<file path="src/rtl/gray_pkg.sv">
// Shared types and helpers for the Gray-coded value stream (producer and step checker).
// bin2gray_f works on a wide container; callers zero-extend and keep their own low bits.
package gray_pkg;

    localparam int GRAY_MAX_W = 64;

    typedef enum logic {S_EMPTY, S_FULL} gray_tx_state_t;

    function automatic logic [GRAY_MAX_W-1:0] bin2gray_f(input logic [GRAY_MAX_W-1:0] bin);
        return bin ^ (bin >> 1);
    endfunction

endpackage

</file>
<file path="src/rtl/gray_step_check.sv">
// Purpose: flags a qualified Gray code pair whose codes differ in other than exactly one bit.
// Latency: combinational error pulse; backpressure: none, the caller qualifies with chk_vld.
module gray_step_check #(
    parameter int WIDTH = 4
) (
    input  logic [WIDTH-1:0] prev_code,
    input  logic [WIDTH-1:0] curr_code,
    input  logic             chk_vld,
    output logic             err_pulse
);

    assign err_pulse = chk_vld && ($countones(prev_code ^ curr_code) != 1);

endmodule

</file>
<file path="src/rtl/gray_cnt_tx.sv">
// Purpose: up/down binary counter presenting each new value as a registered Gray code (GRAY_CNT_TX_STEP_CHECK_EN adds sticky err_o).
// Latency: 1 cycle from accepted load/step to code; backpressure: requests wait while out_valid_o && !out_ready_i.
import gray_pkg::*;

module gray_cnt_tx #(
    parameter int               WIDTH     = 4,
    parameter logic [WIDTH-1:0] RESET_VAL = '0
) (
    input  logic             clk_i,
    input  logic             rst_i,
    input  logic             en_i,
    input  logic             dir_i,
    input  logic             load_i,
    input  logic [WIDTH-1:0] load_val_i,
    output logic             out_valid_o,
    input  logic             out_ready_i,
    output logic [WIDTH-1:0] out_gray_o,
    output logic             wrap_o
`ifdef GRAY_CNT_TX_STEP_CHECK_EN
    ,
    output logic             err_o
`endif
);

    gray_tx_state_t         state_q;
    logic [WIDTH-1:0]       bin_cnt_q;
    logic [WIDTH-1:0]       out_gray_q;
    logic                   wrap_q;

    logic [WIDTH-1:0]       bin_nxt;
    logic                   wrap_nxt;
    logic                   free;
    logic                   load_acc;
    logic                   step_acc;
    logic [GRAY_MAX_W-1:0]  load_wide;
    logic [GRAY_MAX_W-1:0]  step_wide;
    logic [GRAY_MAX_W-1:0]  load_gw;
    logic [GRAY_MAX_W-1:0]  step_gw;
    logic                   unused_gray_hi;

    assign free     = (state_q == S_EMPTY) || out_ready_i;
    assign load_acc = free && load_i;
    // Load wins; a simultaneous step stays pending for a later cycle.
    assign step_acc = free && en_i && !load_i;

    always_comb begin
        bin_nxt   = dir_i ? bin_cnt_q + WIDTH'(1) : bin_cnt_q - WIDTH'(1);
        wrap_nxt  = dir_i ? (bin_cnt_q == '1) : (bin_cnt_q == '0);
        load_wide = '0;
        load_wide[WIDTH-1:0] = load_val_i;
        step_wide = '0;
        step_wide[WIDTH-1:0] = bin_nxt;
        load_gw   = bin2gray_f(load_wide);
        step_gw   = bin2gray_f(step_wide);
    end

    assign unused_gray_hi = ^{load_gw[GRAY_MAX_W-1:WIDTH], step_gw[GRAY_MAX_W-1:WIDTH]};

    always_ff @(posedge clk_i) begin
        if (rst_i) begin
            state_q    <= S_EMPTY;
            bin_cnt_q  <= RESET_VAL;
            out_gray_q <= '0;
            wrap_q     <= 1'b0;
        end else if (load_acc) begin
            state_q    <= S_FULL;
            bin_cnt_q  <= load_val_i;
            out_gray_q <= load_gw[WIDTH-1:0];
            wrap_q     <= 1'b0;
        end else if (step_acc) begin
            state_q    <= S_FULL;
            bin_cnt_q  <= bin_nxt;
            out_gray_q <= step_gw[WIDTH-1:0];
            wrap_q     <= wrap_nxt;
        end else if (out_ready_i) begin
            state_q    <= S_EMPTY;
        end
    end

    assign out_valid_o = (state_q == S_FULL);
    assign out_gray_o  = out_gray_q;
    assign wrap_o      = wrap_q;

`ifdef GRAY_CNT_TX_STEP_CHECK_EN
    logic [WIDTH-1:0] prev_code_q;
    logic             ref_vld_q;
    logic             chk_q;
    logic             err_q;
    logic             err_pulse;

    // The first code after reset has no trusted predecessor; loads just re-anchor the reference.
    always_ff @(posedge clk_i) begin
        if (rst_i) begin
            prev_code_q <= '0;
            ref_vld_q   <= 1'b0;
            chk_q       <= 1'b0;
            err_q       <= 1'b0;
        end else begin
            chk_q <= step_acc && ref_vld_q;
            if (step_acc) begin
                prev_code_q <= out_gray_q;
            end
            if (load_acc || step_acc) begin
                ref_vld_q <= 1'b1;
            end
            err_q <= err_q | err_pulse;
        end
    end

    gray_step_check #(
        .WIDTH (WIDTH)
    ) u_chk (
        .prev_code (prev_code_q),
        .curr_code (out_gray_q),
        .chk_vld   (chk_q),
        .err_pulse (err_pulse)
    );

    assign err_o = err_q;
`endif

endmodule

</file>
<file path="config.mk">
export PLATFORM = sky130hd
export DESIGN_NAME = gray_cnt_tx
export DESIGN_NICKNAME = d
export VERILOG_FILES = /design/src/rtl/gray_pkg.sv /design/src/rtl/gray_step_check.sv /design/src/rtl/gray_cnt_tx.sv
export SDC_FILE = /design/constraint.sdc
export NUM_CORES = 1
export LEC_CHECK = 0
export ABC_CLOCK_PERIOD_IN_PS = 2000
export CAP_MARGIN = 10
export CORE_MARGIN = 2
export CORE_UTILIZATION = 32
export DETAILED_ROUTE_END_ITERATION = 12
export HOLD_SLACK_MARGIN = 0.03
export RECOVER_POWER = 100
export SLEW_MARGIN = 20
export SYNTH_ARGS = -nofsm -noshare
export SYNTH_HDL_FRONTEND = slang
export SYNTH_SLANG_ARGS = --single-unit
</file>
<file path="constraint.sdc">
create_clock -name clk_i -period 2 [get_ports clk_i]
set_clock_uncertainty 0.05 [all_clocks]
set_input_delay 0.4 -clock clk_i [delete_from_list [all_inputs] [get_ports clk_i]]
set_output_delay 0.4 -clock clk_i [all_outputs]
set_load 0.005 [all_outputs]
</file>
# After elaboration in Yosys (flattened, before gate mapping)
# Cells that the tools add are included.
# totals
reg_bits	10
latch_bits	0
ram_bits	0
rom_bits	0
inputBits	10
output_inout_bits	6
elab_cells	28
mem_count	0
# classes
add_sub_neg	2
multipliers	0
div_mod_pow	0
n_lt_le_gt_ge	0
n_eq_ne	1
shift	0
mux	9
bitwise_logic	3
reduce_logical	9
# ops
cell	count
two-way mux 4 bit	5
bitwise XOR 4 x 3 -> 4 bit	2
adder 4 x 1 -> 4 bit (second input constant)	1
== test 4 bit (second input constant)	1
logical NOT 4 bit	1
two-way mux 1 bit	4
subtractor 4 x 1 -> 4 bit (second input constant)	1
logical AND 1 bit	3
nonzero test 3 bit	1
nonzero test 2 bit	1
OR reduction 2 bit	1
logical NOT 1 bit	1
logical OR 1 bit	1
inverter 1 bit	1

# Longest topological paths before layout
# Gate-level depths: netlist of the first run.
# depth
ltp_word	6
ltp_mapped	6
depth_no_buf	6

# Worst setup path after synthesis of the first run
# No wires, ideal clock.
# synth_timing
path_kind	input to register
from	input dir_i
to	register out_gray_q[1] (netlist: out_gray_o[1])
setup_ns	0.119
arrival_time_ns	1.667
required_time_ns	1.831
path_slack_ns	0.164
stages	6
path_buffers	0
cell_sequence	inv_1 fa_1 xnor2_1 xor2_1 a22oi_1 o221a_2
# synth_via
elab_chain_len	4
# synth_lines
item	line	source
start, declared	gray_cnt_tx.sv:12	input logic dir_i,
two-way mux 4 bit	gray_cnt_tx.sv:47	bin_nxt = dir_i ? bin_cnt_q + WIDTH'(1) : bin_cnt_q - WIDTH'(1);
bitwise XOR 4 x 3 -> 4 bit	gray_pkg.sv:10	return bin ^ (bin >> 1);
two-way mux 4 bit	gray_cnt_tx.sv:70	end else if (step_acc) begin
two-way mux 4 bit	gray_cnt_tx.sv:65	end else if (load_acc) begin
end signal, assigned	gray_cnt_tx.sv:68	out_gray_q <= load_gw[WIDTH-1:0];
end signal, assigned	gray_cnt_tx.sv:73	out_gray_q <= step_gw[WIDTH-1:0];
end, declared	gray_cnt_tx.sv:27	logic [WIDTH-1:0] out_gray_q;
# Every way passes these cells. The select of a mux whose other input is x is not followed.
# A chain may end at the register's enable or synchronous reset.

# Final worst setup path of the first run
# layout_timing
from	input dir_i
to	register out_gray_q[2] (netlist: out_gray_o[2])
# Same word-level chain as after synthesis.

==> results of run 1 <==
-- logic make-up (layout without fill, tap and decap cells) --
| logic type | count (synthesis) | after routing | synth area share [%] |
|---|---|---|---|
| AND/OR/NAND/NOR | 23 | 23 | 19.8 |
| adder cells (fa/ha/maj) | 3 | 3 | 7.11 |
| buffers and inverters | 6 | 27 | 5.93 |
| flip-flops | 9 | 9 | 28.5 |
| XOR/XNOR | 8 | 8 | 13.2 |
| AO/OA/AOI/OAI | 24 | 24 | 25.5 |
-- cells in the mapped netlist, types with 2 or more instances --
cell,count,area [um2]
a21oi_1,6,30.0
a22oi_1,4,30.0
dfxtp_1,9,180
ha_1,2,25.0
inv_1,2,7.51
nand2_1,4,15.0
nand3_1,2,10.0
nor2_1,8,30.0
o21ai_0,5,25.0
o21ai_1,2,10.0
o221a_2,2,22.5
xnor2_1,5,43.8
xor2_1,2,17.5
-- path summary, 6_finish.rpt --
path / start / endpoint / slack (ns) / cells after the start
worst min-delay path: wrap_o$_SDFFE_PP0P_ / wrap_o$_SDFFE_PP0P_ / 0.42 / 2
worst max register to register: bin_cnt_q[0]$_SDFFE_PP0P_ / out_gray_o[2]$_SDFFE_PP0P_ / 0.25 / 5
worst max-delay path: dir_i / out_gray_o[2]$_SDFFE_PP0P_ / 0.18 / 7
worst min register to register: wrap_o$_SDFFE_PP0P_ / wrap_o$_SDFFE_PP0P_ / 0.42 / 2
-- registers in the layout (all words and copies together) (netlist names) --
signal,flops
out_valid_o,1
bin_cnt_q,4
out_gray_o,3
wrap_o,1
-- cell type report --
class / instances / area share (%)
Multi-Input combinational cell: 58 / 49.9
Clock buffer: 4 / 3.01
Timing Repair Buffer: 21 / 21.8
Inverter: 2 / 0.860
Tap cell: 27 / 3.87
Sequential cell: 9 / 20.6
-- critical path: stages --
cell and delay (ns):
dlygate4sd2_1 0.23, inv_2 0.07, fa_1 0.43, xnor2_2 0.18, buf_4 0.15, xnor3_1 0.39, o21ai_1 0.12
-- cells in the final DEF, fill, tap and decap left out, types with 3 or more instances in the layout --
cell type	instances
buf_4	5
a22oi_1	4
clkbuf_4	3
a21oi_1	6
nand2_1	4
clkdlybuf4s50_1	7
dfxtp_1	9
dlygate4sd3_1	7
xnor2_1	4
o21ai_0	5
nor2_1	8
-- layer usage --
metal | up-vias | GRT usage (%) | share of wire (%)
met1 | 278 | 16.2 | 47
met4 | 0 | 8.57 | 2.0
li1 | 305 | - | -
met5 | - | 0 | 0
met3 | 3 | 3.70 | 4.3
met2 | 16 | 20.6 | 46
-- power groups by stage --
stage / Combinational [mW] / Clock [mW] / Sequential, mW
3_3_place_gp: 0.196 / 0 / 0.217
5_1_grt: 0.223 / 0.158 / 0.217
3_5_place_dp: 0.197 / 0 / 0.217
6_report: 0.204 / 0.141 / 0.213
2_1_floorplan: 0.118 / 0 / 0.216
4_1_cts: 0.212 / 0.148 / 0.214
==> flow_summary.toml, run 1 <==
[critical_path]
critPathKind = "in2reg"
path_max_fanout = 3
end_kind = "register"
critPathRequiredTime_ns = 2.15
critPathLaunchType = "primary input"
cp.arrival_ns = 1.97

[detailed_routing]
via_per_inst = 4.98
wire_per_inst_um = 11.8
routed_wl_um = 1430
ant_nets = 0
vias = 602
drt_iter0_drc = 13
drt_pass1_iterations = 4
drcViolationCount = 0

[clocking]
path_clk_slew_ns = 0.06
ctsHoldBuffers = 0
cts_resized = 5
clock-root-buffer = "clkbuf_4"
clockBufferDepth = 2
cts_inserted_buffers = 3
post_cts_buffers = 0
htree_levels = 1
clk_latency_ns = 0.26
cts_tree = "yes"
clkSinkCount = 9

[yosys]
netlist_area_um2 = 633
synth_edf_count = 0
avgSynthCellArea_um2 = 8.67
ys.flop_type = "dfxtp_1"
synthArstFlopShare_pct = 0
synth_seq_area_share_pct = 28.5
syn_nets = 86
synth_seq_cells = 9
yosysWarnings = 0
synthDistinctLibCells = 33
synthesis.instances = 73

[pwr]
pwr-share-clk_pct = 25.2
switchingPower_uw = 165
power_frac_comb_pct = 36.6
ir_worst_vdd_mv = 0.279
power_density_nw_per_um2 = 639
sequentialPowerShare_pct = 38.2
sw_frac_of_total_pct = 29.7
finalPower_uw = 558
p_leak_nw = 0.372
p_int_uw = 392

[place]
place_area_um2 = 832
finalWeightedCongestion = 0.745
hpwlAfterDp_um = 1160
placedCellCount = 117
io_buffer_count = 15
pre_cts_ws_ns = -0.330

[timing]
hold_viol_final = 0
fin_crit_ns = 1.82
tightest_slew_ns = 0.464
period_share_pct = 91.0
slew_violations = 0
worst_slack_ns = 0.180
setup_viol = 0
slew_headroom_pct = 68.7
max_freq_ghz = 0.549
timing.hold.ws_ns = 0.416
rsz0062_at_grt = "no"
tns_ns = 0

[floorplanning]
rows = 16
fp.dieArea_um2 = 2350
initial_core_util_pct = 32.9
die_h_um = 48.5
ios = 16
die_w_um = 48.5
coreArea_um2 = 1920

[finish]
final_core_util_pct = 45.4
regArea_um2 = 180
postLayoutCellArea_um2 = 873
fillers = 210
instances_no_fill = 121
area_growth_pct = 37.9
diodes = 0
fin_nets = 108
drive_gt1_share_pct = 18.1
multi_input_area_um2 = 435

[grt]
grt_pass1_wl_um = 2300
grt_max_degree = 12
track_usage_pct = 13.3
antenna_found_initial = 0
first_global_vias = 536
overflow = 0

[flow_run]
maxCapViolations = 0

[outcome]
status = "finished clean"

[worst_hold_path]
min_path_type = "reg2reg"
Power figures use the tool's default switching activity.
==> run 2: changes to the inputs <==
--- a/config.mk
+++ b/config.mk
@@ -12,6 +12,7 @@
 export DETAILED_ROUTE_END_ITERATION = 12
 export HOLD_SLACK_MARGIN = 0.03
 export RECOVER_POWER = 100
+export SETUP_SLACK_MARGIN = 0.5
 export SLEW_MARGIN = 20
 export SYNTH_ARGS = -nofsm -noshare
 export SYNTH_HDL_FRONTEND = slang
==> run 2 against run 1 <==
  * Register-to-register slack gained 0.04 ns
  * Final area grew 8.9%
  * Combinational power grew 10%
  * Critical path type is now reg2reg
  * Sequential share of layout area shrank 1.2 points
==> flow_summary.toml, run 2 (synthesis results as in run 1) <==
[finish]
final_common_cell = "nor2_1"
fin_nets = 112
final_core_util_pct = 49.5
diodes = 0
most-common-layout-cells = "nor2_1 (8), dfxtp_1 (7), clkdlybuf4s50_1 (7), buf_4 (7)"
instances_no_fill = 125
area_growth_pct = 50.2
drive_gt1_share_pct = 27.6
largest_register_ffs = 4
top_register = "bin_cnt_q"

[grt]
grt_pass1_wl_um = 2650
track_usage_pct = 14.8
grt_max_degree = 11
overflow = 0
first_global_vias = 594
antenna_found_initial = 0

[critical_path]
reg2reg_depth = 5
critPathLaunchType = "register"
critPathKind = "reg2reg"
slowest_delay_ns = 0.41
end_kind = "register"
crit_path_cell_trace = "fa_1, xnor2_1, buf_4, xnor3_1, o21ai_1"
critPathRequiredTime_ns = 2.14
path_max_fanout = 2
cp.arrival_ns = 1.85
slowest_stage = "fa_1"

[detailed_routing]
drt_iter0_drc = 8
ant_nets = 0
via_per_inst = 4.98
highest_layer = "met4"
met3_length_um = 63
drcViolationCount = 0
vias = 623
drt_pass1_iterations = 5
routed_wl_um = 1540
wire_per_inst_um = 12.3
met1_length_um = 688
dr_wl_met2_um = 779

[worst_hold_path]
hold-path-cell-count = 2
min_path_type = "reg2reg"

[pwr]
p_leak_nw = 0.404
ir_worst_vdd_mv = 0.240
power_density_nw_per_um2 = 605

[timing]
setup_viol = 0
hold_viol_final = 0
max_freq_ghz = 0.584
timing.hold.ws_ns = 0.419
rsz0062_at_grt = "yes"
period_share_pct = 85.7
slew_headroom_pct = 69.3
fin_crit_ns = 1.71
tightest_slew_ns = 0.456
slew_violations = 0

[flow_run]
maxCapViolations = 0

[floorplanning]
rows = 16
die_w_um = 48.5
fp.dieArea_um2 = 2350
coreArea_um2 = 1920
initial_core_util_pct = 32.9
die_h_um = 48.5
ios = 16

[place]
io_buffer_count = 15
finalWeightedCongestion = 0.826
placedCellCount = 114
hpwlAfterDp_um = 1120

[clocking]
cts_inserted_buffers = 3
clkSinkCount = 9
cts_tree = "yes"
path_clk_slew_ns = 0.06
htree_levels = 1
clockBufferDepth = 2
clk_latency_ns = 0.25
clock-root-buffer = "clkbuf_4"
ctsHoldBuffers = 0

[outcome]
status = "finished clean"
==> run 2: cell count changes in the layout (fill, tap and decap cells not counted), sizes merged <==
cell | before | now
dlygate4sd2 | 1 | 5
buf | 5 | 11
dlygate4sd3 | 7 | 2
clkbuf | 5 | 4
==> run 2: timing repair <==
action | CTS | global route
endpoints found under the setup margin | 12 | 9
pin swaps | 14 | 4
gates resized for setup | 24 | 4
setup buffers | 6 | 1
==> run 2: through the flow <==
step	power (mW)	area (um2)	setup TNS, ns	worst slack (ns)
final	0.575	951	0	0.286
after global routing	0.616	951	0	0.160
after CTS	0.586	953	0	0.324
after detailed placement	0.418	832	-1.33	-0.259
after global placement	0.417	832	-1.17	-0.239
after floorplan	0.344	656	0	0.310
==> run 2: cell type report <==
type | instances | area [um2]
Sequential cell | 9 | 185
Multi-Input combinational cell | 58 | 449
Clock buffer | 4 | 26.3
Tap cell | 27 | 33.8
Fill cell | 202 | 971
Inverter | 2 | 12.5
Timing Repair Buffer | 25 | 244
==> run 2: worst max-delay path, delay by kind of cell (launching register included) <==
kind | cells | cell delay, ns
AO/OA/AOI/OAI | 1 | 0.12
flip-flops | 1 | 0.34
XOR/XNOR | 2 | 0.58
adder cells (fa/ha/maj) | 1 | 0.41
buffers and inverters | 1 | 0.14
==> run 2: final timing paths <==
path / startpoint / to / slack, ns
min reg2reg: wrap_o$_SDFFE_PP0P_ / wrap_o$_SDFFE_PP0P_ / 0.42
max: bin_cnt_q[0]$_SDFFE_PP0P_ / out_gray_o[2]$_SDFFE_PP0P_ / 0.29
min: wrap_o$_SDFFE_PP0P_ / wrap_o$_SDFFE_PP0P_ / 0.42
max reg2reg: bin_cnt_q[0]$_SDFFE_PP0P_ / out_gray_o[2]$_SDFFE_PP0P_ / 0.29
==> run 2: per-layer routing <==
metal	up-vias	GRT usage, %
met5	-	0
met4	0	4.29
met3	2	3.70
met2	18	25.9
met1	287	18.1
li1	316	-
==> run 2: power breakdown <==
part / switching [mW] / internal [mW] / leakage (nW)
registers: 0.0134 / 0.198 / 0.0756
logic: 0.0928 / 0.133 / 0.314
clock network: 0.0620 / 0.0768 / 0.0150
total: 0.168 / 0.407 / 0.404
==> run 3: changes to the inputs <==
--- a/config.mk
+++ b/config.mk
@@ -8,9 +8,10 @@
 export ABC_CLOCK_PERIOD_IN_PS = 2000
 export CAP_MARGIN = 10
 export CORE_MARGIN = 2
-export CORE_UTILIZATION = 32
+export CORE_UTILIZATION = 41
 export DETAILED_ROUTE_END_ITERATION = 12
 export HOLD_SLACK_MARGIN = 0.03
+export PLACE_DENSITY = 0.79
 export RECOVER_POWER = 100
 export SETUP_SLACK_MARGIN = 0.5
 export SLEW_MARGIN = 20
==> run 3 against run 2 <==
  * Non-clock buffer count is 3 lower
  * Routed wire length is 3.0% lower
  * Power is 1.6% higher
  * Combinational power is 4% higher
  * Clock-buffer cell count stayed put
==> flow_summary.toml, run 3 (synthesis results as in run 1) <==
[outcome]
status = "finished clean"

[grt]
met1_usage_pct = 19.9
track_usage_pct = 18.3
grt_pass1_wl_um = 2460
top_usage_layer = "met2"
antenna_found_initial = 0
met2_usage_pct = 32.8
overflow = 0
grt.met3_usage_pct = 7.66
grt_max_degree = 11
first_global_vias = 573

[timing]
tns_ns = 0
hold_viol_final = 0
rsz0062_at_grt = "yes"
setup_viol = 0
slew_violations = 0
period_share_pct = 87.7
tightest_slew_ns = 0.427
slew_headroom_pct = 71.2
fin_crit_ns = 1.75
worst_slack_ns = 0.247
max_freq_ghz = 0.570

[worst_hold_path]
min_path_type = "reg2reg"
hold-path-cell-count = 2

[clocking]
cts_inserted_buffers = 3
clkSinkCount = 9
clk_latency_ns = 0.26
clockBufferDepth = 2
cts_tree = "yes"
htree_levels = 1
clock-root-buffer = "clkbuf_4"
ctsHoldBuffers = 0
path_clk_slew_ns = 0.06

[pwr]
power_density_nw_per_um2 = 648
ir_worst_vdd_mv = 0.336
p_leak_nw = 0.392

[floorplanning]
initial_core_util_pct = 43.0
die_h_um = 43.3
ios = 16
rows = 14
die_w_um = 43.3
fp.dieArea_um2 = 1870
coreArea_um2 = 1470

[critical_path]
cp.arrival_ns = 1.86
critPathKind = "reg2reg"
end_kind = "register"
reg2reg_depth = 5
critPathLaunchType = "register"
slowest_stage = "fa_1"
crit_family = "adder cells"
rrSetupSlack_ns = 0.25
path_max_fanout = 3
crit_buf_inv = 0
path_depth = 5
crit_path_cell_trace = "fa_1, xnor2_4, xor2_1, a22oi_1, o221a_2"
critPathRequiredTime_ns = 2.11
slowest_delay_ns = 0.48

[finish]
area_growth_pct = 42.5
largest_register_ffs = 4
top_register = "bin_cnt_q"
fin_nets = 109
drive_gt1_share_pct = 27.4
most-common-layout-cells = "nor2_1 (7), dfxtp_1 (7), buf_4 (7), clkdlybuf4s50_1 (6)"
final_core_util_pct = 61.3
diodes = 0
fillers = 137

[detailed_routing]
wire_per_inst_um = 13.4
via_per_inst = 5.58
routed_wl_um = 1490
vias = 619
drt_iter0_drc = 15
drt_pass1_iterations = 6
ant_nets = 0
drcViolationCount = 0

[place]
finalWeightedCongestion = 0.870
hpwlAfterDp_um = 1090
pre_cts_ws_ns = -0.294
io_buffer_count = 15

[flow_run]
maxCapViolations = 0
## run 3: layout make-up
class | count | area, um2 | share of cell area, %
multi-input cells | 58 | 465 | 51.6
repair buffers | 22 | 195 | 21.6
flip-flops and latches | 9 | 185 | 20.5
clock buffers | 4 | 26.3 | 2.91
well taps | 16 | 20.0 | 2.22
inverters | 2 | 10.0 | 1.11
## run 3: layer usage
| layer | routed length, um | part of all wire (%) |
|---|---|---|
| met5 | 0 | 0 |
| met2 | 761 | 51 |
| met3 | 96 | 6.4 |
| met4 | 11 | 0.74 |
| met1 | 623 | 42 |
## run 3: tightest hold or removal path, delay by kind of cell, from the launching register on
family          cells  cell delay (ns)
compound gates      1             0.05
flops               1             0.30
simple gates        1             0.06
## run 3: path summary, 6_finish.rpt
path / from / end
setup / recovery: bin_cnt_q[0]$_SDFFE_PP0P_ / out_gray_o[1]$_SDFFE_PP0P_
hold / removal: wrap_o$_SDFFE_PP0P_ / wrap_o$_SDFFE_PP0P_
setup reg to reg: bin_cnt_q[0]$_SDFFE_PP0P_ / out_gray_o[1]$_SDFFE_PP0P_
hold reg to reg: wrap_o$_SDFFE_PP0P_ / wrap_o$_SDFFE_PP0P_
## run 3: timing repair
item                                    in CTS  in global routing
pin swaps                                    7                  5
endpoints found under the setup margin      14                 10
gates resized for setup                     18                 11
setup buffers                                4                  0
## run 3: per-stage QoR
step | hold WS, ns | power (mW) | instances | area [um2]
3_5_place_dp | 0.410 | 0.420 | 103 | 818
4_1_cts | 0.419 | 0.571 | 111 | 880
6_report | 0.410 | 0.584 | 111 | 902
5_1_grt | 0.420 | 0.618 | 111 | 902
3_3_place_gp | 0.410 | 0.414 | 103 | 818
2_1_floorplan | 0.415 | 0.344 | 73 | 656
## run 3: power breakdown
part | total (mW) | leakage [nW] | internal, mW | switching [mW]
sequential | 0.212 | 0.0756 | 0.198 | 0.0144
clock | 0.139 | 0.0150 | 0.0768 | 0.0622
combinational | 0.233 | 0.302 | 0.132 | 0.101
